**src/rtl/desim_pixel_painter.sv**
```systemverilog
// DESim plot bridge: one plot pulse per new pixel coordinate, colour chosen by mode
// (solid, bars, checker, or VGA-core pass-through). Optional macro DESIM_BORDER_OVERLAY_EN.
module desim_pixel_painter #(
    parameter int X_W         = 10,
    parameter int Y_W         = 9,
    parameter int CH_W        = 8,
    parameter int H_ACTIVE    = 640,
    parameter int V_ACTIVE    = 480,
    parameter int CHECK_SHIFT = 5,
    parameter int TIMEOUT     = 16,
    localparam int COLOR_W    = 3 * CH_W,
    parameter logic [COLOR_W-1:0] ERR_COLOR    = {{CH_W{1'b1}}, {CH_W{1'b0}}, {CH_W{1'b1}}},
    parameter logic [COLOR_W-1:0] BORDER_COLOR = {COLOR_W{1'b1}}
) (
    input  logic               CLOCK_50,
    input  logic               reset,
    input  logic [1:0]         mode,
    input  logic [COLOR_W-1:0] solid_color,
    input  logic [X_W-1:0]     VGA_X,
    input  logic [Y_W-1:0]     VGA_Y,
    output logic               px_req,
    output logic [X_W-1:0]     px_x,
    output logic [Y_W-1:0]     px_y,
    input  logic [COLOR_W-1:0] px_color,
    input  logic               px_valid,
    output logic [COLOR_W-1:0] VGA_COLOR,
    output logic               plot,
    output logic               busy,
    output logic               timeout_err,
    output logic [7:0]         frame_count
);

    localparam int BAR_W = H_ACTIVE / 8;
    localparam int CNT_W = $clog2(TIMEOUT + 1);
    localparam logic [X_W+Y_W-1:0] FRAME_END = {X_W'(H_ACTIVE - 1), Y_W'(V_ACTIVE - 1)};

    typedef enum logic [1:0] {IDLE, WAIT, PLOT} state_t;

    state_t               state, state_n;
    logic [X_W+Y_W-1:0]   last_xy;
    logic [X_W+Y_W-1:0]   cur_xy;
    logic [CNT_W-1:0]     wait_cnt;
    logic                 accept, issue_req, tmo;
    logic                 in_range, border, chk;
    logic [2:0]           bar_idx, bar_rgb;
    logic [COLOR_W-1:0]   bar_color, mode_color, color_n;
    int                   xi, yi;

    always_ff @(posedge CLOCK_50 or posedge reset) begin
        if (reset) state <= IDLE;
        else       state <= state_n;
    end

    always_comb begin
        state_n   = state;
        accept    = 1'b0;
        issue_req = 1'b0;
        tmo       = 1'b0;
        color_n   = VGA_COLOR;
        xi        = int'(VGA_X);
        yi        = int'(VGA_Y);
        cur_xy    = {VGA_X, VGA_Y};
        in_range  = (xi < H_ACTIVE) && (yi < V_ACTIVE);
`ifdef DESIM_BORDER_OVERLAY_EN
        border    = in_range && (xi == 0 || xi == H_ACTIVE - 1 || yi == 0 || yi == V_ACTIVE - 1);
`else
        border    = 1'b0;
`endif
        // Bar index counts thresholds passed; constants fold, no divider needed.
        bar_idx = 3'd0;
        for (int k = 1; k < 8; k++) begin
            if (xi >= k * BAR_W) bar_idx = bar_idx + 3'd1;
        end
        case (bar_idx)
            3'd0:    bar_rgb = 3'b111;
            3'd1:    bar_rgb = 3'b110;
            3'd2:    bar_rgb = 3'b011;
            3'd3:    bar_rgb = 3'b010;
            3'd4:    bar_rgb = 3'b101;
            3'd5:    bar_rgb = 3'b100;
            3'd6:    bar_rgb = 3'b001;
            default: bar_rgb = 3'b000;
        endcase
        bar_color = {{CH_W{bar_rgb[2]}}, {CH_W{bar_rgb[1]}}, {CH_W{bar_rgb[0]}}};
        chk = VGA_X[CHECK_SHIFT] ^ VGA_Y[CHECK_SHIFT];
        case (mode)
            2'd0:    mode_color = solid_color;
            2'd1:    mode_color = bar_color;
            2'd2:    mode_color = chk ? solid_color : '0;
            default: mode_color = '0;
        endcase

        case (state)
            IDLE: begin
                if (cur_xy != last_xy) begin
                    accept = 1'b1;
                    if (!in_range) begin
                        color_n = '0;
                        state_n = PLOT;
                    end else if (border) begin
                        color_n = BORDER_COLOR;
                        state_n = PLOT;
                    end else if (mode == 2'd3) begin
                        issue_req = 1'b1;
                        state_n   = WAIT;
                    end else begin
                        color_n = mode_color;
                        state_n = PLOT;
                    end
                end
            end
            WAIT: begin
                // A response on the final wait cycle still wins over the timeout.
                if (px_valid) begin
                    color_n = px_color;
                    state_n = PLOT;
                end else if (wait_cnt == CNT_W'(TIMEOUT - 1)) begin
                    color_n = ERR_COLOR;
                    tmo     = 1'b1;
                    state_n = PLOT;
                end
            end
            PLOT:    state_n = IDLE;
            default: state_n = IDLE;
        endcase
    end

    always_ff @(posedge CLOCK_50 or posedge reset) begin
        if (reset) begin
            plot        <= 1'b0;
            busy        <= 1'b0;
            px_req      <= 1'b0;
            px_x        <= '0;
            px_y        <= '0;
            VGA_COLOR   <= '0;
            timeout_err <= 1'b0;
            frame_count <= 8'd0;
            wait_cnt    <= '0;
            last_xy     <= '1;
        end else begin
            plot      <= (state == PLOT);
            busy      <= (state_n != IDLE);
            px_req    <= issue_req;
            VGA_COLOR <= color_n;
            wait_cnt  <= (state == WAIT) ? wait_cnt + CNT_W'(1) : '0;
            if (issue_req) begin
                px_x <= VGA_X;
                px_y <= VGA_Y;
            end
            if (accept) last_xy <= cur_xy;
            if (tmo) timeout_err <= 1'b1;
            if (state == PLOT && last_xy == FRAME_END) frame_count <= frame_count + 8'd1;
        end
    end

endmodule

```
**config.mk**
```make
export PLATFORM = sky130hd
export DESIGN_NAME = desim_pixel_painter
export DESIGN_NICKNAME = d
export VERILOG_FILES = /design/src/rtl/desim_pixel_painter.sv
export SDC_FILE = /design/constraint.sdc
export NUM_CORES = 1
export LEC_CHECK = 0
export ABC_AREA = 1
export BUFFER_PORTS_ARGS = -buffer_cell sky130_fd_sc_hd__buf_2
export CORE_MARGIN = 2
export CORE_UTILIZATION = 58
export CTS_BUF_LIST = sky130_fd_sc_hd__clkbuf_8
export DETAILED_ROUTE_END_ITERATION = 6
export HOLD_SLACK_MARGIN = 0.08
export PLACE_DENSITY = 0.95
export SLEW_MARGIN = 20
export SYNTH_ARGS = -nofsm -noshare
export SYNTH_HDL_FRONTEND = slang
export SYNTH_SLANG_ARGS = --single-unit
```
**constraint.sdc**
```tcl
create_clock -name CLOCK_50 -period 5.5 [get_ports CLOCK_50]
set_clock_uncertainty 0.2 [all_clocks]
set_input_delay 0.55 -clock CLOCK_50 [delete_from_list [all_inputs] [get_ports CLOCK_50]]
set_output_delay 0.55 -clock CLOCK_50 [all_outputs]
set_load 0.005 [all_outputs]
```
==> impl_metrics.py <==
metrics = {
    "run_status": {
        "status": "completed",
    },
    "cts": {
        "post_cts_buffers": 0,
        "post_cts_resized": 0,
        "clock-sinks": 81,
        "clock_latency_ns": 0.36,
        "cts_buffers": 9,
        "ctsHoldBuffers": 0,
        "htreeDepth": 3,
        "cts_buffer_depth": 2,
        "cts_tree": "yes",
        "clk_pin_slew_worst_paths_ns": 0.09,
        "cts_root_buf": "clkbuf_8",
    },
    "cells_and_area": {
        "final_common_cell": "nand2_1",
        "layout_common_cells": "194 x nand2_1, 126 x buf_2, 82 x nor2_1",
        "nets": 856,
        "drive_gt1_frac": 0.272,
        "layout.cells.non_filler": 885,
        "area_growth_pct": 17.3,
        "diodes": 0,
    },
    "global_routing": {
        "grt_pass1_vias": 4459,
        "grt_antenna_before_repair": 0,
        "grt_pass1_wl_um": 19800,
        "grt_util_all_layers": 0.276,
        "grt_max_degree": 82,
        "gr-total-overflow": 0,
    },
    "timing": {
        "setup-tns-final_ns": 0,
        "hold_viol_final": 0,
        "timing.fmax_mhz": 220,
        "relSlewSlack": 0.515,
        "setup_violations": 0,
        "period_minus_slack_ns": 4.55,
        "slew_viol_final": 0,
        "fin_crit_sh": 0.826,
        "rsz0062_at_grt": "false",
        "worst_pin_slew_ns": 0.727,
    },
    "logic_synthesis": {
        "yosysSeqAreaShare": 0.422,
        "async_flop_share": 1.00,
        "synth_area_um2": 4860,
        "ys_ff_latch": 81,
        "ys.flop_type": "dfrtp_1",
        "netlist_instances": 659,
        "syn-num-nets": 740,
        "avgSynthCellArea_um2": 7.38,
        "synth_edf_count": 0,
        "ys_warn_count": 0,
        "synthDistinctLibCells": 40,
    },
    "floorplan": {
        "dieHeight_um": 95.6,
        "core_area_um2": 8180,
        "start_util": 0.595,
        "ios": 127,
        "die_x_um": 95.6,
        "die-area_um2": 9130,
        "rows": 33,
    },
    "detailed_routing": {
        "firstDrtPassIters": 4,
        "postRouteAntennaNets": 0,
        "vias": 4642,
        "wl_per_cell_um": 13.7,
        "vias_per_cell": 5.25,
        "drtIter0Drc": 234,
        "wirelength_um": 12100,
        "drc": 0,
    },
    "worst_setup_path": {
        "critPathBufInv": 3,
        "cp_common_cell": "nand2_1",
        "r2r_start": "last_xy[2]",
        "cp-start-kind": "primary input",
        "critPathMaxStageDelay_ns": 0.33,
        "worstRegToRegCells": 12,
        "worstPathRequired_ns": 5.59,
        "critPathKind": "primary input to flip-flop",
        "crit_slowest_cell": "ha_1",
        "arrival_ns": 4.63,
        "r2r_setup_slack_ns": 2.67,
        "reg2reg_to": "VGA_COLOR[7]",
        "crit_fanout": 8,
        "crit_family": "simple AND/OR/NAND/NOR gates",
        "end_kind": "flip-flop",
    },
    "power_and_ir_drop": {
        "p_leak_uw": 0.00314,
        "power_density_nw_per_um2": 447,
        "vdd_drop_max_v": 0.000231,
    },
    "placed_design": {
        "numPortBuffers": 126,
        "dpl.hpwl_um": 8700,
        "gp_congestion": 0.934,
        "dp_cells": 869,
    },
    "hold_path": {
        "hold_class": "primary input to async pin",
    },
    "run": {
        "cap_violations": 0,
    },
}
worst max path at each step:
stage,from,cells after the start,to,slack (ns)
2_1_floorplan,VGA_X[9],26,VGA_COLOR[16],1.20
3_3_place_gp,VGA_X[9],27,VGA_COLOR[20],0.87
3_5_place_dp,VGA_X[9],25,VGA_COLOR[17],0.63
4_1_cts,VGA_X[9],25,VGA_COLOR[17],0.99
5_1_grt,VGA_X[9],25,VGA_COLOR[22],0.69
6_report,VGA_X[9],25,VGA_COLOR[22],0.95
cell type report:
| cell class | instances | area [um2] |
|---|---|---|
| fill | 685 | 2470 |
| clock buffer | 9 | 124 |
| inverter | 90 | 339 |
| multi-input combinational | 464 | 2330 |
| clock inverter | 7 | 76.3 |
| sequential | 81 | 2050 |
| tap | 105 | 131 |
| timing repair buffer | 129 | 657 |
layer usage:
layer / vias to the layer above / GRT usage / wire [um]
met5: - / 0 / 0
met1: 2167 / 0.342 / 5050
met4: 0 / 0.113 / 192
met2: 188 / 0.474 / 6030
met3: 19 / 0.0490 / 874
li1: 2268 / - / -
worst reg2reg max path: cells and delay by family, from the launching register on:
family,cells,cell delay (ns)
flip-flops,1,0.58
buffers and inverters,3,0.60
AO/OA/AOI/OAI,2,0.22
AND/OR/NAND/NOR,7,1.13
synth_stat cells (all sizes together), types with 2 or more instances:
| master | count | area, um2 |
|---|---|---|
| xnor2 | 17 | 149 |
| nand2 | 205 | 812 |
| nand3 | 27 | 155 |
| xor2 | 7 | 61.3 |
| nand4 | 12 | 75.1 |
| nor2 | 93 | 377 |
| dfstp | 19 | 499 |
| o21ai | 49 | 257 |
| or2 | 2 | 12.5 |
| buf | 15 | 113 |
| ha | 9 | 113 |
| clkbuf | 9 | 33.8 |
| a21boi | 16 | 120 |
| and2 | 3 | 18.8 |
| dfrtp | 62 | 1550 |
| inv | 89 | 334 |
| nor3 | 4 | 25.0 |
| a21oi | 11 | 85.1 |
| nor4 | 3 | 18.8 |
where the power goes:
group	switching [uW]	internal (uW)	total, uW
Clock	240	214	453
Combinational	584	433	1020
Sequential	186	896	1080
Total	1010	1540	2550
through the flow:
stage	power [uW]	utilization	setup slack (ns)	hold WS (ns)	cell area, um2
2_1_floorplan	1770	-	1.20	0.233	4860
3_3_place_gp	2030	0.673	0.872	0.247	5500
3_5_place_dp	2100	0.673	0.628	0.261	5500
4_1_cts	2560	0.697	0.990	0.243	5700
5_1_grt	2770	0.698	0.689	0.241	5710
6_report	2550	0.698	0.955	0.175	5710
registers in the layout (all words and copies together) (netlist names):
signal	flops
px_x	10
timeout_err	1
px_req	1
state	2
plot	1
wait_cnt	5
busy	1
last_xy	19
px_y	9
VGA_COLOR	24
frame_count	8
kinds of logic after synthesis:
logic type | count (synthesis) | share of synthesized area
simple gates | 350 | 0.309
buf+inv | 114 | 0.0996
flops | 81 | 0.422
compound gates | 80 | 0.101
xor+xnor | 24 | 0.0432
fa+ha+maj | 9 | 0.0232
mux | 1 | 0.00232
No activity file was read; power rests on OpenSTA's default activity.
